## config.mk

```make
export PLATFORM = sky130hd
export DESIGN_NAME = kick_charge_controller
export DESIGN_NICKNAME = d
export VERILOG_FILES = /design/src/rtl/kick_charge_controller_pkg.sv /design/src/rtl/frame_event_counter.sv /design/src/rtl/kick_charge_controller.sv
export SDC_FILE = /design/constraint.sdc
export NUM_CORES = 1
export LEC_CHECK = 0
export ABC_AREA = 1
export CORE_MARGIN = 5
export CORE_UTILIZATION = 55
export CTS_BUF_LIST = sky130_fd_sc_hd__clkbuf_8
export CTS_CLUSTER_SIZE = 24
export DETAILED_ROUTE_END_ITERATION = 10
export DONT_BUFFER_PORTS = 1
export PLACE_DENSITY = 0.82
export SYNTH_ARGS = -nofsm -noshare
export SYNTH_HDL_FRONTEND = slang
export SYNTH_SLANG_ARGS = --single-unit
```

## constraint.sdc

```tcl
create_clock -name clk -period 2.7 [get_ports clk]
set_input_delay 0.675 -clock clk [delete_from_list [all_inputs] [get_ports clk]]
set_output_delay 0.675 -clock clk [all_outputs]
set_load 0.02 [all_outputs]
```

## src/rtl/kick_charge_controller_pkg.sv

```systemverilog
// Shared state encoding and default tuning constants for the kick charge controller.
package kick_pkg;

  typedef enum logic [1:0] {
    IDLE     = 2'd0,
    CHARGE   = 2'd1,
    FIRE     = 2'd2,
    COOLDOWN = 2'd3
  } kick_state_t;

  localparam int DEF_FRAMES_PER_LEVEL = 8;
  localparam int DEF_LEVEL_W          = 3;
  localparam int DEF_MIN_LEVEL        = 1;
  localparam int DEF_MAX_LEVEL        = 7;
  localparam int DEF_COOLDOWN_FRAMES  = 30;
  localparam int DEF_ABORT_FRAMES     = 2;

endpackage

```

## src/rtl/frame_event_counter.sv

```systemverilog
// Frame-gated, clearable, saturating counter; o_terminal is high while the count sits at TERMINAL.
module frame_event_counter #(
  parameter int TERMINAL = 8
) (
  input  logic clk,
  input  logic reset,
  input  logic i_sof,
  input  logic i_enable,
  input  logic i_clear,
  output logic o_terminal
);

  localparam int W = $clog2(TERMINAL) + 1;

  logic [W-1:0] r_count;

  // NOTE: sequential state uses non-blocking assignments so every flop samples pre-edge values.
  always_ff @(posedge clk or posedge reset) begin
    if (reset) begin
      r_count <= '0;
    end else if (i_clear) begin
      r_count <= '0;
    end else if (i_sof && i_enable && (r_count != W'(TERMINAL))) begin
      r_count <= r_count + W'(1);
    end
  end

  assign o_terminal = (r_count == W'(TERMINAL));

endmodule

```

## src/rtl/kick_charge_controller.sv

```systemverilog
// Turns a held kick key into a power level and a one-cycle kick strobe on release, with cooldown.
module kick_charge_controller
  import kick_pkg::*;
#(
  parameter int FRAMES_PER_LEVEL = DEF_FRAMES_PER_LEVEL,
  parameter int LEVEL_W          = DEF_LEVEL_W,
  parameter int MIN_LEVEL        = DEF_MIN_LEVEL,
  parameter int MAX_LEVEL        = DEF_MAX_LEVEL,
  parameter int COOLDOWN_FRAMES  = DEF_COOLDOWN_FRAMES,
  parameter int ABORT_FRAMES     = DEF_ABORT_FRAMES
) (
  input  logic               clk,
  input  logic               reset,
  input  logic               startOfFrame,
  input  logic               Key_is_pressed,
  input  logic               wasReleased,
  input  logic               ballInReach,
  output logic               kickStrobe,
  output logic [LEVEL_W-1:0] kickPower,
  output logic [LEVEL_W-1:0] chargeLevel,
  output logic               charging,
  output logic               coolingDown
);

  kick_state_t        r_state;
  kick_state_t        w_next;
  logic               r_rel_q;
  logic [LEVEL_W-1:0] r_level;
  logic [LEVEL_W-1:0] r_kick_power;
  logic               r_strobe;
  logic               r_charging;
  logic               r_cooling;

  logic w_rel_rise;
  logic w_enter_charge;
  logic w_frame_hi;
  logic w_frame_lo;
  logic w_level_term;
  logic w_low_term;
  logic w_cd_term;

  assign w_rel_rise     = wasReleased & ~r_rel_q;
  assign w_enter_charge = (r_state == IDLE) & Key_is_pressed;
  // A release event owns its cycle: the coincident frame is neither a hold frame nor a low frame.
  assign w_frame_hi     = (r_state == CHARGE) & startOfFrame & Key_is_pressed & ~w_rel_rise;
  assign w_frame_lo     = (r_state == CHARGE) & startOfFrame & ~Key_is_pressed & ~w_rel_rise;

  frame_event_counter #(.TERMINAL(FRAMES_PER_LEVEL - 1)) u_level_cnt (
    .clk        (clk),
    .reset      (reset),
    .i_sof      (startOfFrame),
    .i_enable   (w_frame_hi),
    .i_clear    (w_enter_charge | (w_frame_hi & w_level_term)),
    .o_terminal (w_level_term)
  );

  // Terminal is one short of the abort count: the next low frame is the one that aborts.
  frame_event_counter #(.TERMINAL(ABORT_FRAMES - 1)) u_abort_cnt (
    .clk        (clk),
    .reset      (reset),
    .i_sof      (startOfFrame),
    .i_enable   (w_frame_lo),
    .i_clear    (w_enter_charge | w_frame_hi),
    .o_terminal (w_low_term)
  );

  frame_event_counter #(.TERMINAL(COOLDOWN_FRAMES)) u_cooldown_cnt (
    .clk        (clk),
    .reset      (reset),
    .i_sof      (startOfFrame),
    .i_enable   (r_state == COOLDOWN),
    .i_clear    (r_state == FIRE),
    .o_terminal (w_cd_term)
  );

  // NOTE: next state gets a default before the case so no path leaves it unassigned (no latch).
  always_comb begin
    w_next = r_state;
    case (r_state)
      IDLE:     if (Key_is_pressed) w_next = CHARGE;
      CHARGE: begin
        if (w_rel_rise)                     w_next = ballInReach ? FIRE : IDLE;
        else if (w_frame_lo && w_low_term)  w_next = IDLE;
      end
      FIRE:     w_next = COOLDOWN;
      COOLDOWN: if (w_cd_term && !Key_is_pressed) w_next = IDLE;
      default:  w_next = IDLE;
    endcase
  end

  always_ff @(posedge clk or posedge reset) begin
    if (reset) begin
      r_state      <= IDLE;
      r_rel_q      <= 1'b0;
      r_level      <= '0;
      r_kick_power <= '0;
      r_strobe     <= 1'b0;
      r_charging   <= 1'b0;
      r_cooling    <= 1'b0;
    end else begin
      r_state    <= w_next;
      r_rel_q    <= wasReleased;
      r_strobe   <= (w_next == FIRE);
      r_charging <= (w_next == CHARGE);
      r_cooling  <= (w_next == COOLDOWN);

      // Power is captured on the same edge that raises the strobe, so both are valid together.
      if (w_next == FIRE) r_kick_power <= r_level;

      if (w_enter_charge) begin
        r_level <= LEVEL_W'(MIN_LEVEL);
      end else if (w_next != CHARGE) begin
        r_level <= '0;
      end else if (w_frame_hi && w_level_term && (r_level != LEVEL_W'(MAX_LEVEL))) begin
        r_level <= r_level + LEVEL_W'(1);
      end
    end
  end

  assign kickStrobe  = r_strobe;
  assign kickPower   = r_kick_power;
  assign chargeLevel = r_level;
  assign charging    = r_charging;
  assign coolingDown = r_cooling;

endmodule

```

After elaboration in Yosys (flattened, before gate mapping)
Cells that the tools add are included.
{ "totals": {"regBits": 23, "out_inout_bits": 9, "wordCells": 71} }
{ "op_classes": {"add_sub_neg": 4, "eq_ne": 12, "mux": 15, "n_bitwise": 14, "n_reduce_logical": 16} }
{ "op_table": {"columns": ["cell", "n"], "rows": [
  ["$mux 6", 2],
  ["$logic_and 1x1->1", 10],
  ["$mux 2", 5],
  ["$mux 3", 3],
  ["$and 1x1->1", 8],
  ["$eq 2x2->1 const B", 4],
  ["$mux 4", 2],
  ["$pmux 2 s4", 1],
  ["$add 6x1->6 const B", 1],
  ["$eq 6x5->1 const B", 1],
  ["$ne 6x5->1 const B", 1],
  ["$reduce_bool 2->1", 3],
  ["$add 4x1->4 const B", 1],
  ["$eq 2x1->1 const B", 2],
  ["$eq 4x3->1 const B", 1],
  ["$ne 4x3->1 const B", 1],
  ["$not 1->1", 4],
  ["$add 3x1->3 const B", 1],
  ["$ne 3x3->1 const B", 1],
  ["$reduce_bool 3->1", 1],
  ["$logic_not 2->1", 1],
  ["$mux 1", 2],
  ["$ne 2x1->1 const B", 1],
  ["$or 1x1->1", 2],
  ["2 further kinds", 2]
]} }

Depth between registers and ports, before layout
Gate-level depths: netlist of run 1.
{ "depth": {"depth_word": 11, "depth_mapped": 9, "depth_no_buf": 8} }

Hierarchy
A second synthesis of run 1 with hierarchy kept.
{ "unflattened": {"cells_unflattened": 155, "area_unflattened_um2": 1277.5} }
{ "modules_own_cells": {"columns": ["mod", "area_each_um2", "cells_each", "seq_area_each_um2", "instances"], "rows": [
  ["kick_charge_controller", 593.1, 68, 300.3, 1],
  ["frame_event_counter (u_cooldown_cnt)", 407.9, 53, 150.1, 1],
  ["frame_event_counter (u_level_cnt)", 231.5, 29, 100.1, 1],
  ["frame_event_counter (u_abort_cnt)", 45.0, 5, 25.0, 1]
]} }

Least setup slack after synthesis of run 1
No wires, ideal clock.
{ "synth_path": {"path_type": "input -> register", "startpoint": "input port Key_is_pressed", "endpoint": "register r_level[2], in the netlist chargeLevel[2]", "arrival_ps": 1366, "slack_ps": 1269, "stages": 7, "setup_time_ps": 66, "required_time_ps": 2634, "path_cell_list": "inv_1 -> nand2_1 -> o21ai_1 -> inv_2 -> nand2_1 -> nand2_1 -> nand2_1"} }
{ "synth_via": {"elab_chain_cells": 10, "word_cells_on_any_way": 20, "classes_between": "eq/ne (1); mux (7); bitwise (6); reduce/logical (6)"} }
{ "synth_rtl": {"columns": ["item", "line_no", "source"], "rows": [
  ["start, declared", "kick_charge_controller.sv:15", "input logic Key_is_pressed,"],
  ["$not 1->1", "kick_charge_controller.sv:46", "assign w_frame_lo = (r_state == CHARGE) & startOfFrame & ~Key_is_pressed & ~w_rel_rise;"],
  ["$and 1x1->1 (2 in a row)", "kick_charge_controller.sv:46", null],
  ["$logic_and 1x1->1", "kick_charge_controller.sv:83", "else if (w_frame_lo && w_low_term) w_next = IDLE;"],
  ["$mux 2", "kick_charge_controller.sv:83", null],
  ["$mux 2", "kick_charge_controller.sv:82", "if (w_rel_rise) w_next = ballInReach ? FIRE : IDLE;"],
  ["$pmux 2 s4", "kick_charge_controller.sv:79", "case (r_state)"],
  ["$ne 2x1->1", "kick_charge_controller.sv:112", "end else if (w_next != CHARGE) begin"],
  ["$mux 3", "kick_charge_controller.sv:112", null],
  ["$mux 3", "kick_charge_controller.sv:110", "if (w_enter_charge) begin"],
  ["end signal, assigned", "kick_charge_controller.sv:111", "r_level <= LEVEL_W'(MIN_LEVEL);"],
  ["end signal, assigned", "kick_charge_controller.sv:115", "r_level <= r_level + LEVEL_W'(1);"],
  ["end, declared", "kick_charge_controller.sv:28", "logic [LEVEL_W-1:0] r_level;"]
]} }
Several ways; a longest one is shown, not always the timed one.
A chain may end at the register's enable or synchronous reset.

Worst setup path in the final report of run 1
{ "layout_path": {"startpoint": "register u_cooldown_cnt.r_count[0]", "endpoint": "register u_cooldown_cnt.r_count[3]"} }
{ "layout_via": {"elab_chain_cells": 3, "word_cells_on_any_way": 6, "classes_between": "add/sub (1); eq/ne (1); mux (2); reduce/logical (2)"} }
{ "layout_rtl": {"columns": ["item", "line_no", "source"], "rows": [
  ["start, declared", "frame_event_counter.sv:15", "logic [W-1:0] r_count;"],
  ["start signal, assigned", "frame_event_counter.sv:24", "r_count <= r_count + W'(1);"],
  ["$add 6x1->6 or $ne 6x5->1 (tied branches)", "frame_event_counter.sv:24, frame_event_counter.sv:23", null],
  ["$mux 6 or $logic_and 1x1->1 (tied branches)", "frame_event_counter.sv:23", "end else if (i_sof && i_enable && (r_count != W'(TERMINAL))) begin"],
  ["$mux 6 or $reduce_bool 2->1 (tied branches)", null, null]
]} }
Several ways; a longest one is shown, not always the timed one. The select of a mux whose other input is x is not followed.

==> metrics, run 1 <==
flop-to-flop setup slack 1170 ps; initial drt markers 21; Sinks on Clock Net 23; P per Cell Area 895 nW/um^2; Data arrival, critical path 1680 ps; critical path's largest stage delay 430 ps; FP Rows 17; Mapped Nets between 150 and 200; first-pass GRT wire length 4050 microns; Post-Synthesis Cells 150; ranking of synthesized cells by area dfrtp_1 (48%), nand2_1 (12%), nand3_1 (8.7%), inv_1 (5.6%), ha_1 (5.2%); Clock transition at path regs roughly 80 ps; core area approximately 2100 sq um; CP Class flip-flop to flip-flop; Synth area leader dfrtp_1; RSZ-0062 raised after global routing false; Slew HR 44.1%; Peak Freq 0.655 GHz; initial cell density of the core 56.3%; largest delay contributor family on the critical path simple AND/OR/NAND/NOR gates; synth warn 0; Area Overhead vs Synth 6.20%; area share of the largest cell type after synthesis between 40% and 50%; wl on met1 894 microns; Synth Register Bits 23; sequential share of the synthesized area between 40% and 50%; largest net degree at the start of global routing 24; crit-path most repeated cell nand2_1; CP bufs+invs 1; I/O pin count 15; FF-to-FF path depth 8; # setup viols final 0; Resized cells post-CTS 0; outcome finished clean; TNS Setup 0 ps; critical hold path startpoint wasReleased; antenna diode count 0; die height 56.9 microns; Slew Limit Fails 0; fin cells 181; Residual DRC 0; routed len/inst 12.3 microns; uppermost layer routed met4; synth unique cells 20; Final Core Density 59.8%; Crit-path slowest cell dfrtp_1; Cell Area, Placed 1240 sq um; Worst Skew 6.09 ps; Worst R2R Start u_cooldown_cnt.r_count[0]; IO buf count 0; metal2 WL roughly 1200 microns; Met3 Wirelength between 70 and 80 microns; Final Net Count 165; vias in the first global route 1023; Clock Latency Late Sink 260 ps; capturing element type of the critical path flip-flop; final-layout fill cell count 206; Final Power 1.15 mW; initial antenna violation count 0; Avg Inst Size Synth 8.07 sq um; die width 56.9 microns; Final min period around 1500 ps; Max-cap violations 0; r2r endpoint u_cooldown_cnt.r_count[3]; ANT nets after route 0; global placer's final weighted congestion 0.810; HP Class primary input to flip-flop; worst hold path depth 0; VDD IR max 0.496 mV; crit path cell chain inv_2, ha_1, nand3_1, nor2_1, or2_1, nand2_2, nand2_1, nand2_1; clock buffer count from CTS 3; total grt overflow 0; CTS Buffer Depth 2; final instance area between 1000 and 1500 sq um; critical path depth 8; cts hold-fix bufs 0; proportion of layout cells with a drive suffix above 1 under 10%; LEAKAGE 0.736 nW; H-tree Lvls 1; startpoint type of the worst setup path flip-flop; routed vias/inst 5.23; origin of the worst setup path u_cooldown_cnt.r_count[0]; worst path required time 2850 ps; Post-CTS Setup Inserts 0; CTS root buffer clkbuf_8; fin crit share 56.6%; worst setup path end u_cooldown_cnt.r_count[3]; Vias around 950; Post-Place Worst Slack 1100 ps; CP Max Fanout 6; die area 3240 sq um; TritonRoute pass-1 iters 6; Setup WS post-layout 1170 ps; Final Hold Violating Endpoints 0; synthesized cell area between 1000 and 1500 sq um; Routed Wire Length 2220 microns; all-layer global routing usage between 10% and 20%; TritonCTS clock tree built; Worst Hold Slack 436 ps; Slew @ Worst Pin between 800 and 900 ps; hpwl dp approximately 1800 microns; placed cell count approximately 180
[synth_stat cells]
master,n
a21oi_1,1
nor2_2,1
nand2_2,2
nand3_2,1
inv_1,18
ha_1,5
inv_2,6
nand2_1,40
nand4_1,5
nor2_8,1
or2_1,1
nand3_1,21
nor3_1,3
buf_2,1
o21ai_1,4
o21ai_0,1
dfrtp_1,23
xnor2_1,2
nor2_1,10
xor2_1,4
[cells in the final DEF (no fill, tap or decap), drive strengths merged]
master / count
a21oi: 1
clkbuf: 3
dfrtp: 23
ha: 5
inv: 25
nand2: 42
nand3: 22
nand4: 5
nor2: 12
nor3: 3
o21ai: 5
or2: 1
xnor2: 2
xor2: 4
[state kept, by name (all words and copies together) (netlist names)]
name	flops
charging	1
kickStrobe	1
r_state	2
r_rel_q	1
u_abort_cnt.o_terminal	1
kickPower	3
coolingDown	1
chargeLevel	3
u_cooldown_cnt.r_count	6
u_level_cnt.r_count	4
[per-layer routing]
layer | up-vias | GRT usage [%]
li1 | 480 | -
met1 | 449 | 15.7
met2 | 13 | 30.8
met3 | 5 | 2.53
met4 | 0 | 6.95
met5 | - | 0
[how the worst min path moves through the flow]
stage                                        end
final                                    r_rel_q
after global routing                     r_rel_q
after CTS                                r_rel_q
after detailed placement  u_abort_cnt.o_terminal
after global placement    u_abort_cnt.o_terminal
after floorplan           u_abort_cnt.o_terminal
[worst register-to-register path, stage by stage, from the launching register on]
cell and delay, ps:
dfrtp_1 430, inv_2 100, ha_1 140, nand3_1 80
nor2_1 180, or2_1 260, nand2_2 110, nand2_1 80
nand2_1 40
[cell type report]
| class | count | area (sq um) | area share [%] |
|---|---|---|---|
| well taps | 28 | 35.0 | 2.73 |
| multi-input cells | 102 | 539 | 42.0 |
| clock inverters | 1 | 3.75 | 0.292 |
| inverters | 24 | 90.1 | 7.01 |
| flip-flops and latches | 23 | 576 | 44.8 |
| clock buffers | 3 | 41.3 | 3.21 |
[power breakdown]
group          switching, mW  internal [mW]
clock                  0.101          0.101
combinational          0.227          0.122
sequential             0.152          0.446
total                  0.480          0.670
[logic make-up after synthesis]
| kind of cell | after synthesis | synth area share, % |
|---|---|---|
| and+or+nand+nor | 85 | 32.6 |
| buffers and inverters | 25 | 7.86 |
| DFF | 23 | 47.6 |
| AOI/OAI and AO/OA | 6 | 2.48 |
| xor gates and xnor gates | 6 | 4.34 |
| adders and majority gates | 5 | 5.17 |
(Power assumes the default switching activity.)
==> inputs of run 2 (changes only) <==
clock period = 1.5 ns   (was 2.7 ns; I/O delays follow)
==> metrics, run 2 (synthesized netlist as in run 1, its figures left out) <==
fin crit share 89.5%; TNS Setup 0 ps; antenna diode count 0; # setup viols final 0; VDD IR max 1.15 mV; ANT nets after route 0; total grt overflow 0; outcome finished clean; all-layer global routing usage ~17%; die area approximately 3200 sq um; H-tree Lvls 1; first-pass GRT wire length ~4300 microns; TritonRoute pass-1 iters 4; routed len/inst 12.8 microns; routed vias/inst 5.27; Peak Freq 0.745 GHz; P_sw about 0.9 mW; Sinks on Clock Net 23; register with the most flip-flops u_cooldown_cnt.r_count; Top Registers u_cooldown_cnt.r_count x6, u_level_cnt.r_count x4; largest net degree at the start of global routing 24; Final Power 2.15 mW; Max-cap violations 0; most frequent cells in the layout nand2_1 (40), dfrtp_1 (23), nand3_1 (21); Final Hold Violating Endpoints 0; proportion of layout cells with a drive suffix above 1 15.2%; FF-to-FF path depth 7; Logic pwr share 33.5%; P per Cell Area 1610 nW/um^2; placed cell count 182; Residual DRC 0; startpoint type of the worst setup path flip-flop; hpwl dp ~1900 microns; Final min period 1340 ps; capturing element type of the critical path flip-flop; Routed Wire Length about 2400 microns; fin cells between 150 and 200; Slew HR 80.9%; Area Overhead vs Synth 10.4%; most common cell after layout, fill and taps aside nand2_1; clock buffer count from CTS 3; switching share of power 41.8%; initial antenna violation count 0; Clock Latency Late Sink 260 ps; core area 2150 sq um; internal power about 1.3 mW; Data arrival, critical path roughly 1500 ps; Vias a little under 1000; CP Max Fanout 4; Clock transition at path regs roughly 90 ps; max FFs per register 6; Slew Limit Fails 0; TritonCTS clock tree built; Final Net Count 170; CTS Buffer Depth 2; die height 56.9 microns; Worst Skew 8.61 ps; Clock Power Share ~18%; HP Class primary input to asynchronous set/reset pin; vias in the first global route between 1000 and 1500; CTS root buffer clkbuf_8; CP Class flip-flop to flip-flop; Seq pwr share 48.6%; Post-CTS Setup Inserts 0; RSZ-0062 raised after global routing false; global placer's final weighted congestion 0.754; initial cell density of the core 56.3%; LEAKAGE approximately 0.76 nW; I/O pin count 15; worst path required time 1640 ps; initial drt markers 24; die width 56.9 microns; IO buf count 0; FP Rows 17; Slew @ Worst Pin between 200 and 300 ps
## run 2: cell count changes in the layout (fill, tap and decap cells not counted)
cell / before / now
buf_4: 0 / 5
clkinv_2: 0 / 1
inv_1: 19 / 18
nor2_1: 10 / 9
nor2_2: 1 / 2
o21ai_1: 4 / 2
o21ai_2: 0 / 2
or2_1: 1 / 0
or2_4: 0 / 1
## run 2: path summary, 6_finish.rpt
kind	start	to	slack, ps
setup / recovery	u_cooldown_cnt.r_count[0]	r_state[0]	160
hold / removal	reset	u_cooldown_cnt.r_count[2]	20
setup reg to reg	u_cooldown_cnt.r_count[0]	r_state[0]	160
hold reg to reg	u_level_cnt.r_count[1]	u_level_cnt.r_count[1]	560
max in group asynchronous	reset	charging	1240
min in group clk	wasReleased	r_rel_q	140
## run 2: metal layers
metal | global-route usage, % | vias to the layer above | wire (microns)
met4 | 4.97 | 0 | 10
met1 | 16.3 | 459 | 881
met5 | 0 | - | 0
li1 | - | 494 | -
met3 | 5.29 | 2 | 108
met2 | 32.3 | 26 | 1380
## run 2: worst max-delay path, stage by stage (launching register included)
cell     delay, ps
dfrtp_1        420
inv_2          100
ha_1           140
nand3_1         90
nor2_2         130
nand2_1         80
o21ai_2        180
nand3_1         90
## run 2: layout make-up
class                           count  area [sq um]
Timing Repair Buffer                5          37.5
Inverter                           24          90.1
Tap cell                           28          35.0
Multi-Input combinational cell    102           552
Fill cell                         199           812
Clock inverter                      1          5.00
Sequential cell                    23           576
Clock buffer                        3          41.3
## run 2: power by group through the flow
| stage | combinational (mW) | sequential [mW] | clock (mW) |
|---|---|---|---|
| finish | 0.720 | 1.05 | 0.385 |
| global route | 0.850 | 1.08 | 0.417 |
| global placement | 0.662 | 1.04 | 0 |
| detailed placement | 0.709 | 1.05 | 0 |
| CTS | 0.711 | 1.04 | 0.387 |
| floorplan | 0.527 | 1.04 | 0 |
## run 2: per-stage QoR
stage	util, %	area (sq um)	worst slack [ps]	hold WS, ps
floorplan	-	1210	176	377
global placement	59.5	1280	130	318
detailed placement	59.5	1280	39.4	323
CTS	61.6	1320	32.3	36.3
global route	62.2	1340	28.8	47.0
finish	62.2	1340	158	22.1
## run 2: repair_timing
action / 4_1_cts / 5_1_grt
setup endpoints to repair: 0 / 11
hold endpoints to repair: 0 / 0
hold buffers: 0 / 0
resized for setup: 0 / 4
